--- src/rtl/kl_mem_pkg.sv ---
// Shared definitions for the dual-core data-memory arbiter.
// Holds the address-map constants, the region enum used by the decoder and
// the read-source tags, and the address decode helper.
package kl_mem_pkg;

    localparam int AW    = 9;
    localparam int DW    = 16;
    localparam int NLOCK = 16;
    localparam logic [AW-1:0] LOCK_BASE = 9'h100;

    // One past the last lock address. It is one bit wider so the compare
    // cannot wrap.
    localparam logic [AW:0] LOCK_END = (AW+1)'(int'(LOCK_BASE) + NLOCK);

    typedef enum logic [1:0] {
        REG_RAM  = 2'd0,
        REG_LOCK = 2'd1,
        REG_VOID = 2'd2
    } region_t;

    // RAM below LOCK_BASE, a lock window of NLOCK words, void above it.
    function automatic region_t decode_region(input logic [AW-1:0] addr);
        if (addr < LOCK_BASE)
            return REG_RAM;
        else if ({1'b0, addr} < LOCK_END)
            return REG_LOCK;
        else
            return REG_VOID;
    endfunction

endpackage

--- src/rtl/lock_bank.sv ---
// Bank of hardware test-and-set spinlocks with two access ports.
//   clk, rst         : clock, asynchronous active-high reset (clears all locks)
//   enN              : port N performs a lock access at this edge
//   weN              : 1 = write (bit <= wbitN), 0 = test-and-set read
//   idxN             : lock index
//   wbitN            : value written by a lock write
//   qN               : registered old bit returned by the last test-and-set
// The arbiter never enables both ports on the same index in one cycle, so the
// two updates below never collide.
module lock_bank #(
    parameter int NLOCK = 16,
    parameter int LIW   = $clog2(NLOCK)
) (
    input  logic           clk,
    input  logic           rst,
    input  logic           en0,
    input  logic           we0,
    input  logic [LIW-1:0] idx0,
    input  logic           wbit0,
    input  logic           en1,
    input  logic           we1,
    input  logic [LIW-1:0] idx1,
    input  logic           wbit1,
    output logic           q0,
    output logic           q1
);

    logic [NLOCK-1:0] bits;
    logic [NLOCK-1:0] bits_next;

    // A read sets the bit (test-and-set); a write stores wdata[0].
    always_comb begin
        bits_next = bits;
        if (en0)
            bits_next[idx0] = we0 ? wbit0 : 1'b1;
        if (en1)
            bits_next[idx1] = we1 ? wbit1 : 1'b1;
    end

    always_ff @(posedge clk or posedge rst) begin
        if (rst) begin
            bits <= '0;
            q0   <= 1'b0;
            q1   <= 1'b0;
        end else begin
            bits <= bits_next;
            if (en0 && !we0)
                q0 <= bits[idx0];
            if (en1 && !we1)
                q1 <= bits[idx1];
        end
    end

endmodule

--- src/rtl/dmem_arbiter.sv ---
// Data-memory arbiter between two cores and a true dual-port RAM.
// Core 0 drives RAM port A and core 1 drives RAM port B. Same-location hazards
// are serialized with round-robin priority. The window at LOCK_BASE holds
// NLOCK test-and-set spinlocks, and addresses above it form a void region.
//   clk, rst                   : clock, asynchronous active-high reset
//   pN_req/we/addr/wdata       : core N request (held until granted)
//   pN_gnt                     : combinational grant, access at next edge
//   pN_rvalid/pN_rdata         : read response, one cycle after grant
//   ram_addr/we/wdata_a/b      : RAM port controls (combinational)
//   ram_q_a/b                  : RAM registered read data
//   conflict_cnt               : saturating count of serialized conflicts
//
// Handshake: a core raises pN_req with we/addr/wdata and holds all of them
// stable until it sees pN_gnt=1 in the same cycle. The access takes effect
// at that clock edge. A granted read returns pN_rdata with pN_rvalid=1 in the
// following cycle. A request seen with pN_gnt=0 is retried the next cycle.
module dmem_arbiter
    import kl_mem_pkg::*;
#(
    parameter int              AW        = kl_mem_pkg::AW,
    parameter int              DW        = kl_mem_pkg::DW,
    parameter int              NLOCK     = kl_mem_pkg::NLOCK,
    parameter logic [AW-1:0]   LOCK_BASE = kl_mem_pkg::LOCK_BASE
) (
    input  logic          clk,
    input  logic          rst,
    input  logic          p0_req,
    input  logic          p0_we,
    input  logic [AW-1:0] p0_addr,
    input  logic [DW-1:0] p0_wdata,
    output logic          p0_gnt,
    output logic          p0_rvalid,
    output logic [DW-1:0] p0_rdata,
    input  logic          p1_req,
    input  logic          p1_we,
    input  logic [AW-1:0] p1_addr,
    input  logic [DW-1:0] p1_wdata,
    output logic          p1_gnt,
    output logic          p1_rvalid,
    output logic [DW-1:0] p1_rdata,
    output logic [7:0]    ram_addr_a,
    output logic          ram_we_a,
    output logic [DW-1:0] ram_wdata_a,
    input  logic [DW-1:0] ram_q_a,
    output logic [7:0]    ram_addr_b,
    output logic          ram_we_b,
    output logic [DW-1:0] ram_wdata_b,
    input  logic [DW-1:0] ram_q_b,
    output logic [15:0]   conflict_cnt
);

    localparam int LIW = $clog2(NLOCK);

    region_t        reg0, reg1;
    logic [LIW-1:0] lidx0, lidx1;
    logic           same_loc;
    logic           conflict;
    logic           prio;        // 0: core 0 wins a conflict
    region_t        src0, src1;  // source of the read in flight
    logic           lock_q0, lock_q1;

    always_comb begin
        reg0  = decode_region(p0_addr);
        reg1  = decode_region(p1_addr);
        lidx0 = LIW'(p0_addr - LOCK_BASE);
        lidx1 = LIW'(p1_addr - LOCK_BASE);
    end

    // The void region never conflicts. Two reads of one RAM word are harmless,
    // but every lock access modifies state, so two accesses to the same lock
    // always conflict.
    always_comb begin
        same_loc = ((reg0 == REG_RAM)  && (reg1 == REG_RAM)  &&
                    (p0_addr[7:0] == p1_addr[7:0])) ||
                   ((reg0 == REG_LOCK) && (reg1 == REG_LOCK) &&
                    (lidx0 == lidx1));
        conflict = p0_req && p1_req && same_loc &&
                   (p0_we || p1_we || (reg0 == REG_LOCK));
    end

    assign p0_gnt = p0_req && (!conflict || !prio);
    assign p1_gnt = p1_req && (!conflict ||  prio);

    assign ram_addr_a  = p0_addr[7:0];
    assign ram_addr_b  = p1_addr[7:0];
    assign ram_wdata_a = p0_wdata;
    assign ram_wdata_b = p1_wdata;
    assign ram_we_a    = p0_req && p0_we && p0_gnt && (reg0 == REG_RAM);
    assign ram_we_b    = p1_req && p1_we && p1_gnt && (reg1 == REG_RAM);

    lock_bank #(
        .NLOCK (NLOCK),
        .LIW   (LIW)
    ) u_lock_bank (
        .clk   (clk),
        .rst   (rst),
        .en0   (p0_gnt && (reg0 == REG_LOCK)),
        .we0   (p0_we),
        .idx0  (lidx0),
        .wbit0 (p0_wdata[0]),
        .en1   (p1_gnt && (reg1 == REG_LOCK)),
        .we1   (p1_we),
        .idx1  (lidx1),
        .wbit1 (p1_wdata[0]),
        .q0    (lock_q0),
        .q1    (lock_q1)
    );

    always_ff @(posedge clk or posedge rst) begin
        if (rst) begin
            p0_rvalid    <= 1'b0;
            p1_rvalid    <= 1'b0;
            src0         <= REG_RAM;
            src1         <= REG_RAM;
            prio         <= 1'b0;
            conflict_cnt <= '0;
        end else begin
            p0_rvalid <= p0_gnt && !p0_we;
            p1_rvalid <= p1_gnt && !p1_we;
            if (p0_gnt)
                src0 <= reg0;
            if (p1_gnt)
                src1 <= reg1;
            // Hand priority to this cycle's loser so it wins its retry.
            if (conflict) begin
                prio <= !prio;
                if (conflict_cnt != 16'hFFFF)
                    conflict_cnt <= conflict_cnt + 16'd1;
            end
        end
    end

    // Read data is forced to zero when no response is valid.
    always_comb begin
        p0_rdata = '0;
        if (p0_rvalid) begin
            case (src0)
                REG_RAM:  p0_rdata = ram_q_a;
                REG_LOCK: p0_rdata = {{(DW-1){1'b0}}, lock_q0};
                default:  p0_rdata = '0;
            endcase
        end
    end

    always_comb begin
        p1_rdata = '0;
        if (p1_rvalid) begin
            case (src1)
                REG_RAM:  p1_rdata = ram_q_b;
                REG_LOCK: p1_rdata = {{(DW-1){1'b0}}, lock_q1};
                default:  p1_rdata = '0;
            endcase
        end
    end

endmodule

--- config.mk ---
export PLATFORM = sky130hd
export DESIGN_NAME = dmem_arbiter
export DESIGN_NICKNAME = d
export VERILOG_FILES = /design/src/rtl/kl_mem_pkg.sv /design/src/rtl/lock_bank.sv /design/src/rtl/dmem_arbiter.sv
export SDC_FILE = /design/constraint.sdc
export NUM_CORES = 1
export LEC_CHECK = 0
export BUFFER_PORTS_ARGS = -buffer_cell sky130_fd_sc_hd__buf_4
export CORE_MARGIN = 3
export CORE_UTILIZATION = 41
export DETAILED_ROUTE_END_ITERATION = 10
export PLACE_DENSITY = 0.77
export SLEW_MARGIN = 20
export SYNTH_ARGS = -nofsm -noshare
export SYNTH_HDL_FRONTEND = slang
export SYNTH_SLANG_ARGS = --single-unit
--- constraint.sdc ---
create_clock -name clk -period 3 [get_ports clk]
set_input_delay 0.9 -clock clk [delete_from_list [all_inputs] [get_ports clk]]
set_output_delay 0.9 -clock clk [all_outputs]
set_load 0.005 [all_outputs]
==> flow_metrics.env, run 1 <==
export IMPL_final_common_cell="sky130_fd_sc_hd__buf_4"
export IMPL_die_w_um=98.08
export IMPL_num_antenna_cells=0
export IMPL_row_count=32
export IMPL_first_pass_iters=5
export IMPL_hp_start="src0[1]$_DFFE_PP0N_"
export IMPL_detail_route_iter0_violations=356
export IMPL_post_route_period_util=1.047
export IMPL_dieHeight_um=98.08
export IMPL_total_switching_power_mw=0.3846
export IMPL_crit_path_top_delay_cell="sky130_fd_sc_hd__nor3_4"
export IMPL_synth_compound_area_frac=0.1299
export IMPL_syn_num_nets=464
export IMPL_syn_area_per_cell_um2=9.269
export IMPL_biggest_cell_delay_along_the_critical_path_ns=0.23
export IMPL_pin_count=190
export IMPL_cts_buffers=5
export IMPL_finClkSkew_ns=0.007937
export IMPL_cts_reportedPaths_clkPinSlew_ns=0.07
export IMPL_maximum_clock_path_buffer_count=2
export IMPL_grt_first_pass_wirelength_um=17220
export IMPL_netSwitchingFraction=0.2794
export IMPL_gpl_final_weighted_congestion=0.9396
export IMPL_avgViaCountPerCell=5.795
export IMPL_die_area_um2=9619
export IMPL_cts_h_tree_lvls=2
export IMPL_number_of_global_route_vias_before_repair=3280
export IMPL_startpoint_of_the_worst_slack_reg_to_reg_timing_path="prio$_DFFE_PP0N_"
export IMPL_layout_common_cells="168 x sky130_fd_sc_hd__buf_4, 44 x sky130_fd_sc_hd__nand3_1, 41 x sky130_fd_sc_hd__dfrtp_1, 37 x sky130_fd_sc_hd__and2_1, 19 x sky130_fd_sc_hd__nor2_1"
export IMPL_unrepaired_setup_endpoints_after_global_routing="yes"
export IMPL_final_period_minus_worst_setup_slack_ns=3.140
export IMPL_ys_warn_count=0
export IMPL_hold_viol_final=0
export IMPL_worst_endpoint_required_ns=2.10
export IMPL_port_buffers=129
export IMPL_numClockSinks=41
export IMPL_synth_top_family_by_area="simple AND/OR/NAND/NOR gates"
export IMPL_timing_max_slew_rel_slack=0.5532
export IMPL_core_area_um2=7968
export IMPL_yosysUniqueCellTypes=54
export IMPL_timing_final_ws_setup_ns=-0.1401
export IMPL_drt_wirelength_per_cell_um=18.87
export IMPL_grt_antenna_before_repair=0
export IMPL_synth_mux_area_frac=0.09215
export IMPL_peakVddDrop_mv=0.1402
export IMPL_wl_um=11150
export IMPL_cts_tree="built"
export IMPL_finalSetupViolCount=4
export IMPL_synthFlopType="sky130_fd_sc_hd__dfrtp_1"
export IMPL_crit_path_cell_trace="buf_8, xor2_4, nor3_4, buf_4, nand4_4, nor3_4, or2b_1, nor3b_2, buf_4"
export IMPL_worst_path_max_fanout=3
export IMPL_design_power_total_mw=1.376
export IMPL_async_reset_ff_frac=1.000
export IMPL_start_util=0.4362
export IMPL_power_per_cell_area_nw_per_um2=287.2
export IMPL_edff_count_synth=0
export IMPL_min_delay_worst_endpoint="src0[1]$_DFFE_PP0N_"
export IMPL_clockPowerShare=0.296
export IMPL_register_area_share_after_synthesis=0.2952
export IMPL_ant_nets=0
export IMPL_syn_instance_count=375
export IMPL_yosys_register_bits=41
export IMPL_final_setup_tns_ns=-0.3391
export IMPL_cts_hold_buffers=0
export IMPL_seq_power_share=0.434
export IMPL_slew_violations=0
export IMPL_kind_of_cell_with_the_highest_combined_delay_on_the_critical_path="simple AND/OR/NAND/NOR gates"
export IMPL_grt_start_max_net_pins=42
export IMPL_setup_worst_path_start_class="primary input"
export IMPL_regToRegEndpoint="u_lock_bank.q1$_DFFE_PP0P_"
export IMPL_failed_checks="setup timing"
export IMPL_vias=3425
export IMPL_fraction_of_final_layout_cells_with_drive_strength_greater_than_1=0.4744
export IMPL_yosys_area_share_xor_xnor=0.05796
export IMPL_worst_pin_slew_ns=0.6678
export IMPL_final_net_count=577
export IMPL_synth_cell_area_um2=3476
export IMPL_cap_viol_max_count=0
export IMPL_critical_path_n_buffers_inverters=3
export IMPL_critPathKind="primary input to output port"
export IMPL_synth_fa_ha_area_frac=0.003600
export IMPL_route_detailed_drc=0
export IMPL_hold_path_class="flip-flop to flip-flop"
export IMPL_whs_ns=0.4881
export IMPL_worst_hold_depth=1
export IMPL_outcome="finished, violations left"
export IMPL_dp_hpwl_um=7972
export IMPL_syn_to_final_growth_pct=37.87
export IMPL_worstSetupEndpointType="output port"
export IMPL_max_freq_mhz=318.5
export IMPL_power_frac_comb=0.271
export IMPL_cellInternalPower_mw=0.9918
export IMPL_timing_reg2reg_setup_slack_ns=1.14
export IMPL_leakagePower_nw=2.234
export IMPL_grt_remaining_overflow=0
export IMPL_reg2regPathDepth=6
export IMPL_synth_area_in_simple_gates=0.2768
export IMPL_clock_insertion_delay_at_the_later_pin_of_the_skew_report_ns=0.30
export IMPL_cts_root_buffer="sky130_fd_sc_hd__clkbuf_8"
export IMPL_worst_endpoint_arrival_ns=2.24
export IMPL_dp_slack_ns=-0.2871
export IMPL_grt_total_usage=0.2171
[cell families after synthesis]
logic type | Yosys count
simple gates | 162
buf+inv | 77
compound gates | 53
flops | 41
xor+xnor | 23
mux | 18
fa+ha+maj | 1
[metrics by stage]
stage	cells	instance area [um^2]	util
after detailed placement	570	4408	0.5532
after global placement	570	4408	0.5532
after CTS	586	4692	0.5889
final	591	4792	0.6014
after global routing	591	4792	0.6014
after floorplan	375	3517	-
[synth_stat cells (2+ instances only)]
cell type,instances,area share
sky130_fd_sc_hd__dfrtp_1,41,0.30
sky130_fd_sc_hd__and2_1,39,0.070
sky130_fd_sc_hd__and3_1,6,0.011
sky130_fd_sc_hd__buf_2,11,0.016
sky130_fd_sc_hd__o31ai_2,3,0.011
sky130_fd_sc_hd__xor2_1,9,0.023
sky130_fd_sc_hd__nand4_1,7,0.013
sky130_fd_sc_hd__buf_4,51,0.11
sky130_fd_sc_hd__nor3b_1,4,0.0086
sky130_fd_sc_hd__clkbuf_1,9,0.0097
sky130_fd_sc_hd__buf_1,2,0.0022
sky130_fd_sc_hd__o311a_1,2,0.0058
sky130_fd_sc_hd__inv_1,2,0.0022
sky130_fd_sc_hd__o2bb2ai_1,2,0.0050
sky130_fd_sc_hd__nor2b_1,8,0.014
sky130_fd_sc_hd__o22ai_1,10,0.018
sky130_fd_sc_hd__o21ai_1,10,0.014
sky130_fd_sc_hd__nand2_1,7,0.0076
sky130_fd_sc_hd__nor4_1,2,0.0036
sky130_fd_sc_hd__and4_1,3,0.0076
sky130_fd_sc_hd__mux2_2,3,0.0097
sky130_fd_sc_hd__a41oi_1,16,0.040
sky130_fd_sc_hd__nand3_1,44,0.063
sky130_fd_sc_hd__mux2_4,2,0.0086
sky130_fd_sc_hd__or3_1,2,0.0036
sky130_fd_sc_hd__nor2_1,19,0.021
sky130_fd_sc_hd__nor3_2,2,0.0058
sky130_fd_sc_hd__xnor2_1,14,0.035
sky130_fd_sc_hd__nor3_1,4,0.0058
sky130_fd_sc_hd__mux4_2,10,0.065
sky130_fd_sc_hd__o32ai_1,2,0.0050
sky130_fd_sc_hd__mux2i_1,2,0.0058
sky130_fd_sc_hd__nand2b_1,6,0.011
[repair_timing]
item                                    4_1_cts  5_1_grt
setup buffers                                 8        5
resized for setup                            24        9
cloned                                        0        0
pin swaps                                    12        8
endpoints found under the setup margin        4        4
[worst max-delay path by stage]
stage,start,slack (ns),to,cells past startpoint
after floorplan,p0_addr[6],0.002,ram_we_b,7
final,p1_addr[1],-0.14,ram_we_b,9
after detailed placement,p0_addr[7],-0.29,ram_we_a,8
after CTS,p1_addr[5],-0.13,ram_we_b,8
after global routing,p1_addr[1],-0.24,ram_we_b,9
after global placement,p0_addr[6],-0.18,ram_we_a,8
[power groups by stage]
stage,clock [mW],sequential [mW],combinational (mW)
floorplan,0,0.599,0.207
global placement,0,0.605,0.324
detailed placement,0,0.606,0.330
CTS,0.414,0.595,0.354
global route,0.439,0.599,0.399
finish,0.407,0.597,0.373
[metal layers]
metal / GRT usage / vias up / share of wire
met3: 0.03500 / 24 / 0.082
li1: - / 1536 / -
met4: 0.06283 / 0 / 0.024
met1: 0.2719 / 1635 / 0.38
met5: 0 / - / 0
met2: 0.3848 / 230 / 0.52
[flip-flops by register name, summed over array words and instances, names as in the netlist]
register / count
conflict_cnt: 16
p0_rvalid: 1
p1_rvalid: 1
prio: 1
src0: 2
src1: 2
u_lock_bank.bits: 16
u_lock_bank.q0: 1
u_lock_bank.q1: 1
[cell type report]
class	count	area, um^2
Multi-Input combinational cell	257	2118
Sequential cell	41	1026
Clock buffer	7	96.34
Inverter	3	11.26
Tap cell	102	127.6
Timing Repair Buffer	180	1408
Fill cell	645	3176
Clock inverter	1	5.005
Power figures use the tool's default switching activity.
==> run 2: changes to the inputs <==
--- a/config.mk
+++ b/config.mk
@@ -7,10 +7,11 @@
 export LEC_CHECK = 0
 export BUFFER_PORTS_ARGS = -buffer_cell sky130_fd_sc_hd__buf_4
 export CORE_MARGIN = 3
-export CORE_UTILIZATION = 41
+export CORE_UTILIZATION = 49
 export DETAILED_ROUTE_END_ITERATION = 10
-export PLACE_DENSITY = 0.77
+export PLACE_DENSITY = 0.86
 export SLEW_MARGIN = 20
 export SYNTH_ARGS = -nofsm -noshare
 export SYNTH_HDL_FRONTEND = slang
+export SYNTH_HIERARCHICAL = 1
 export SYNTH_SLANG_ARGS = --single-unit
==> constraint.sdc (replaced) <==
create_clock -name clk -period 4 [get_ports clk]
set_input_delay 1.2 -clock clk [delete_from_list [all_inputs] [get_ports clk]]
set_output_delay 1.2 -clock clk [all_outputs]
set_load 0.005 [all_outputs]
==> run 2 against run 1 <==
The run now ends clean; clock power down 17%; synthesized area fell by 2.1%; non-clock buffer count fell by 37; first-iteration DRC count down 5.9%; hold slack gained 0.011 ns; wire length shrank 5.9%; combinational power is 38% lower; sequential share of layout area rose by 2.9 points; cell count decreased by 7.8%.
==> flow_metrics.env, run 2 <==
export IMPL_outcome="completed"
export IMPL_detail_route_iter0_violations=335
export IMPL_ys_top_cells_by_count="48 x sky130_fd_sc_hd__buf_4, 41 x sky130_fd_sc_hd__dfrtp_1, 30 x sky130_fd_sc_hd__and2_1"
export IMPL_async_reset_ff_frac=1.000
export IMPL_unrepaired_setup_endpoints_after_global_routing="no"
export IMPL_grt_total_usage=0.2470
export IMPL_synth_top_cells_by_area="sky130_fd_sc_hd__dfrtp_1 30%, sky130_fd_sc_hd__buf_4 11%, sky130_fd_sc_hd__and2_1 5.5%"
export IMPL_crit_path_cell_trace="buf_4, nor4_4, a211oi_1, or4_1, o21ai_2, nor3b_1, buf_4"
export IMPL_post_route_period_util=0.9734
export IMPL_total_switching_power_mw=0.2811
export IMPL_syn_to_final_growth_pct=24.23
export IMPL_core_area_um2=6531
export IMPL_critPathKind="primary input to output port"
export IMPL_biggest_cell_delay_along_the_critical_path_ns=0.43
export IMPL_post_cts_buffers=0
export IMPL_synth_fa_ha_area_frac=0.003676
export IMPL_yosys_area_share_xor_xnor=0.05662
export IMPL_hp_start="src1[1]$_DFFE_PP0P_"
export IMPL_cts_root_buffer="sky130_fd_sc_hd__clkbuf_8"
export IMPL_globalRouteMet1Util=0.3153
export IMPL_power_per_cell_area_nw_per_um2=242.3
export IMPL_seq_power_share=0.443
export IMPL_synth_compound_area_frac=0.09559
export IMPL_grt_remaining_overflow=0
export IMPL_synth_cell_area_um2=3403
export IMPL_avgViaCountPerCell=6.106
export IMPL_grt_first_pass_wirelength_um=15210
export IMPL_yosys_register_bits=41
export IMPL_synth_area_in_simple_gates=0.3276
export IMPL_drt_wirelength_per_cell_um=19.26
export IMPL_numClockSinks=41
export IMPL_route_detailed_drc=0
export IMPL_post_placement_cell_area_um2=4116
export IMPL_slew_violations=0
export IMPL_worst_endpoint_required_ns=2.80
export IMPL_worst_pin_slew_ns=0.8739
export IMPL_min_delay_worst_endpoint="src1[1]$_DFFE_PP0P_"
export IMPL_reg2regPathDepth=6
export IMPL_worst_endpoint_arrival_ns=2.69
export IMPL_maximum_clock_path_buffer_count=2
export IMPL_post_route_util=0.6473
export IMPL_row_count=29
export IMPL_cellInternalPower_mw=0.7432
export IMPL_netSwitchingFraction=0.2744
export IMPL_power_frac_comb=0.227
export IMPL_final_net_count=556
export IMPL_biggestRegsByFlops="conflict_cnt: 16 flops, u_lock_bank/bits: 16 flops"
export IMPL_finClkSkew_ns=0.01230
export IMPL_synth_mux_area_frac=0.07316
export IMPL_fraction_of_final_layout_cells_with_drive_strength_greater_than_1=0.3739
export IMPL_worst_path_max_fanout=3
export IMPL_syn_num_nets=473
export IMPL_final_setup_tns_ns=0
export IMPL_layout_common_cells="143 x sky130_fd_sc_hd__buf_4, 41 x sky130_fd_sc_hd__dfrtp_1, 30 x sky130_fd_sc_hd__and2_1, 26 x sky130_fd_sc_hd__nor2_1, 25 x sky130_fd_sc_hd__nand3_1"
export IMPL_die_w_um=89.34
export IMPL_grt_start_max_net_pins=24
export IMPL_number_of_global_route_vias_before_repair=2998
export IMPL_port_buffers=129
export IMPL_global_route_usage_met3=0.06359
export IMPL_ys_warn_count=6
export IMPL_die_area_um2=7982
export IMPL_yosysUniqueCellTypes=51
export IMPL_final_period_minus_worst_setup_slack_ns=3.894
export IMPL_register_area_share_after_synthesis=0.3015
export IMPL_postCtsResizedCells=0
export IMPL_hold_viol_final=0
export IMPL_instances_no_fill=545
export IMPL_syn_area_per_cell_um2=8.863
export IMPL_gpl_final_weighted_congestion=0.9618
export IMPL_highest_utilization_routing_layer_at_the_global_route_stage="met2"
export IMPL_timing_max_slew_rel_slack=0.4167
export IMPL_synth_top_area_share=0.3015
export IMPL_setup_worst_path_start_class="primary input"
export IMPL_num_fill_cells=535
export IMPL_grt_antenna_before_repair=0
export IMPL_start_util=0.5211
export IMPL_worstSetupEndpointType="output port"
export IMPL_hold_path_class="flip-flop to flip-flop"
export IMPL_synth_top_family_by_area="simple AND/OR/NAND/NOR gates"
export IMPL_finalSetupViolCount=0
export IMPL_num_antenna_cells=0
export IMPL_ant_nets=0
export IMPL_pin_count=190
export IMPL_timing_reg2reg_setup_slack_ns=1.64
export IMPL_max_freq_mhz=256.8
export IMPL_cts_tree="built"
export IMPL_edff_count_synth=0
export IMPL_met2_usage=0.4233
export IMPL_cts_reportedPaths_clkPinSlew_ns=0.09
export IMPL_worst_hold_depth=1
export IMPL_placed_instances=537
export IMPL_cts_buffers=5
export IMPL_final_common_cell="sky130_fd_sc_hd__buf_4"
export IMPL_clockPowerShare=0.329
export IMPL_startpoint_of_the_worst_slack_reg_to_reg_timing_path="conflict_cnt[0]$_DFFE_PP0P_"
export IMPL_dieHeight_um=89.34
export IMPL_cts_hold_buffers=0
export IMPL_dp_hpwl_um=8178
export IMPL_synthFlopType="sky130_fd_sc_hd__dfrtp_1"
export IMPL_peakVddDrop_mv=0.1984
export IMPL_crit_path_top_delay_cell="sky130_fd_sc_hd__or4_1"
export IMPL_critical_path_top_cell_by_count="sky130_fd_sc_hd__buf_4"
export IMPL_cap_viol_max_count=0
export IMPL_vias=3328
export IMPL_regToRegEndpoint="conflict_cnt[1]$_DFFE_PP0P_"
export IMPL_leakagePower_nw=1.988
export IMPL_most_frequent_cell_after_synthesis="sky130_fd_sc_hd__buf_4"
export IMPL_syn_instance_count=384
export IMPL_synth_largest_area_cell="sky130_fd_sc_hd__dfrtp_1"
export IMPL_final_area_um2=4228
export IMPL_first_pass_iters=6
export IMPL_cts_h_tree_lvls=2
export IMPL_clock_insertion_delay_at_the_later_pin_of_the_skew_report_ns=0.30
export IMPL_wl_um=10500
==> run 2: how the worst max path moves through the flow <==
stage                     from  slack, ns       end
finish              p0_addr[7]       0.11  ram_we_b
global route        p0_addr[7]       0.03  ram_we_b
CTS                 p0_addr[7]       0.11    p1_gnt
detailed placement  p0_addr[7]       0.12    p1_gnt
global placement    p0_addr[7]       0.18  ram_we_b
floorplan           p0_addr[7]       0.46  ram_we_b
==> run 2: power groups by stage <==
stage / Combinational [mW] / Sequential, mW / Clock [mW]
6_report: 0.233 / 0.454 / 0.337
5_1_grt: 0.251 / 0.455 / 0.361
4_1_cts: 0.232 / 0.453 / 0.342
3_5_place_dp: 0.232 / 0.461 / 0
3_3_place_gp: 0.227 / 0.460 / 0
2_1_floorplan: 0.146 / 0.454 / 0
==> run 2: layout make-up <==
class | count | area, um^2 | area share
Clock buffer | 6 | 72.57 | 0.01716
Clock inverter | 2 | 38.79 | 0.009174
Inverter | 7 | 26.28 | 0.006215
Timing Repair Buffer | 143 | 1074 | 0.2539
Multi-Input combinational cell | 269 | 1894 | 0.4481
Tap cell | 77 | 96.34 | 0.02279
Sequential cell | 41 | 1026 | 0.2427
==> run 2: worst max-delay path, delay by kind of cell <==
family,cells,cell delay [ns]
AO/OA/AOI/OAI,2,0.37
AND/OR/NAND/NOR,3,0.86
buffers and inverters,2,0.27
==> run 2: metal layers <==
metal  up-vias  wire [um]  part of all wire
met5         -          0                 0
met4         0        154             0.015
met3        25       1169              0.11
met2       239       5330              0.51
met1      1578       3842              0.37
li1       1486          -                 -
==> run 2: cells by family after synthesis <==
kind of cell / after synthesis
buf+inv: 74
compound gates: 47
mux: 17
flops: 41
fa+ha+maj: 1
simple gates: 182
xor+xnor: 22
==> run 2: through the flow <==
step	setup slack (ns)	total power [mW]	hold slack [ns]
final	0.1063	1.024	0.4994
after detailed placement	0.1163	0.6921	0.4774
after global routing	0.02763	1.067	0.5070
after global placement	0.1785	0.6869	0.4583
after floorplan	0.4640	0.5994	0.4404
after CTS	0.1062	1.027	0.4974
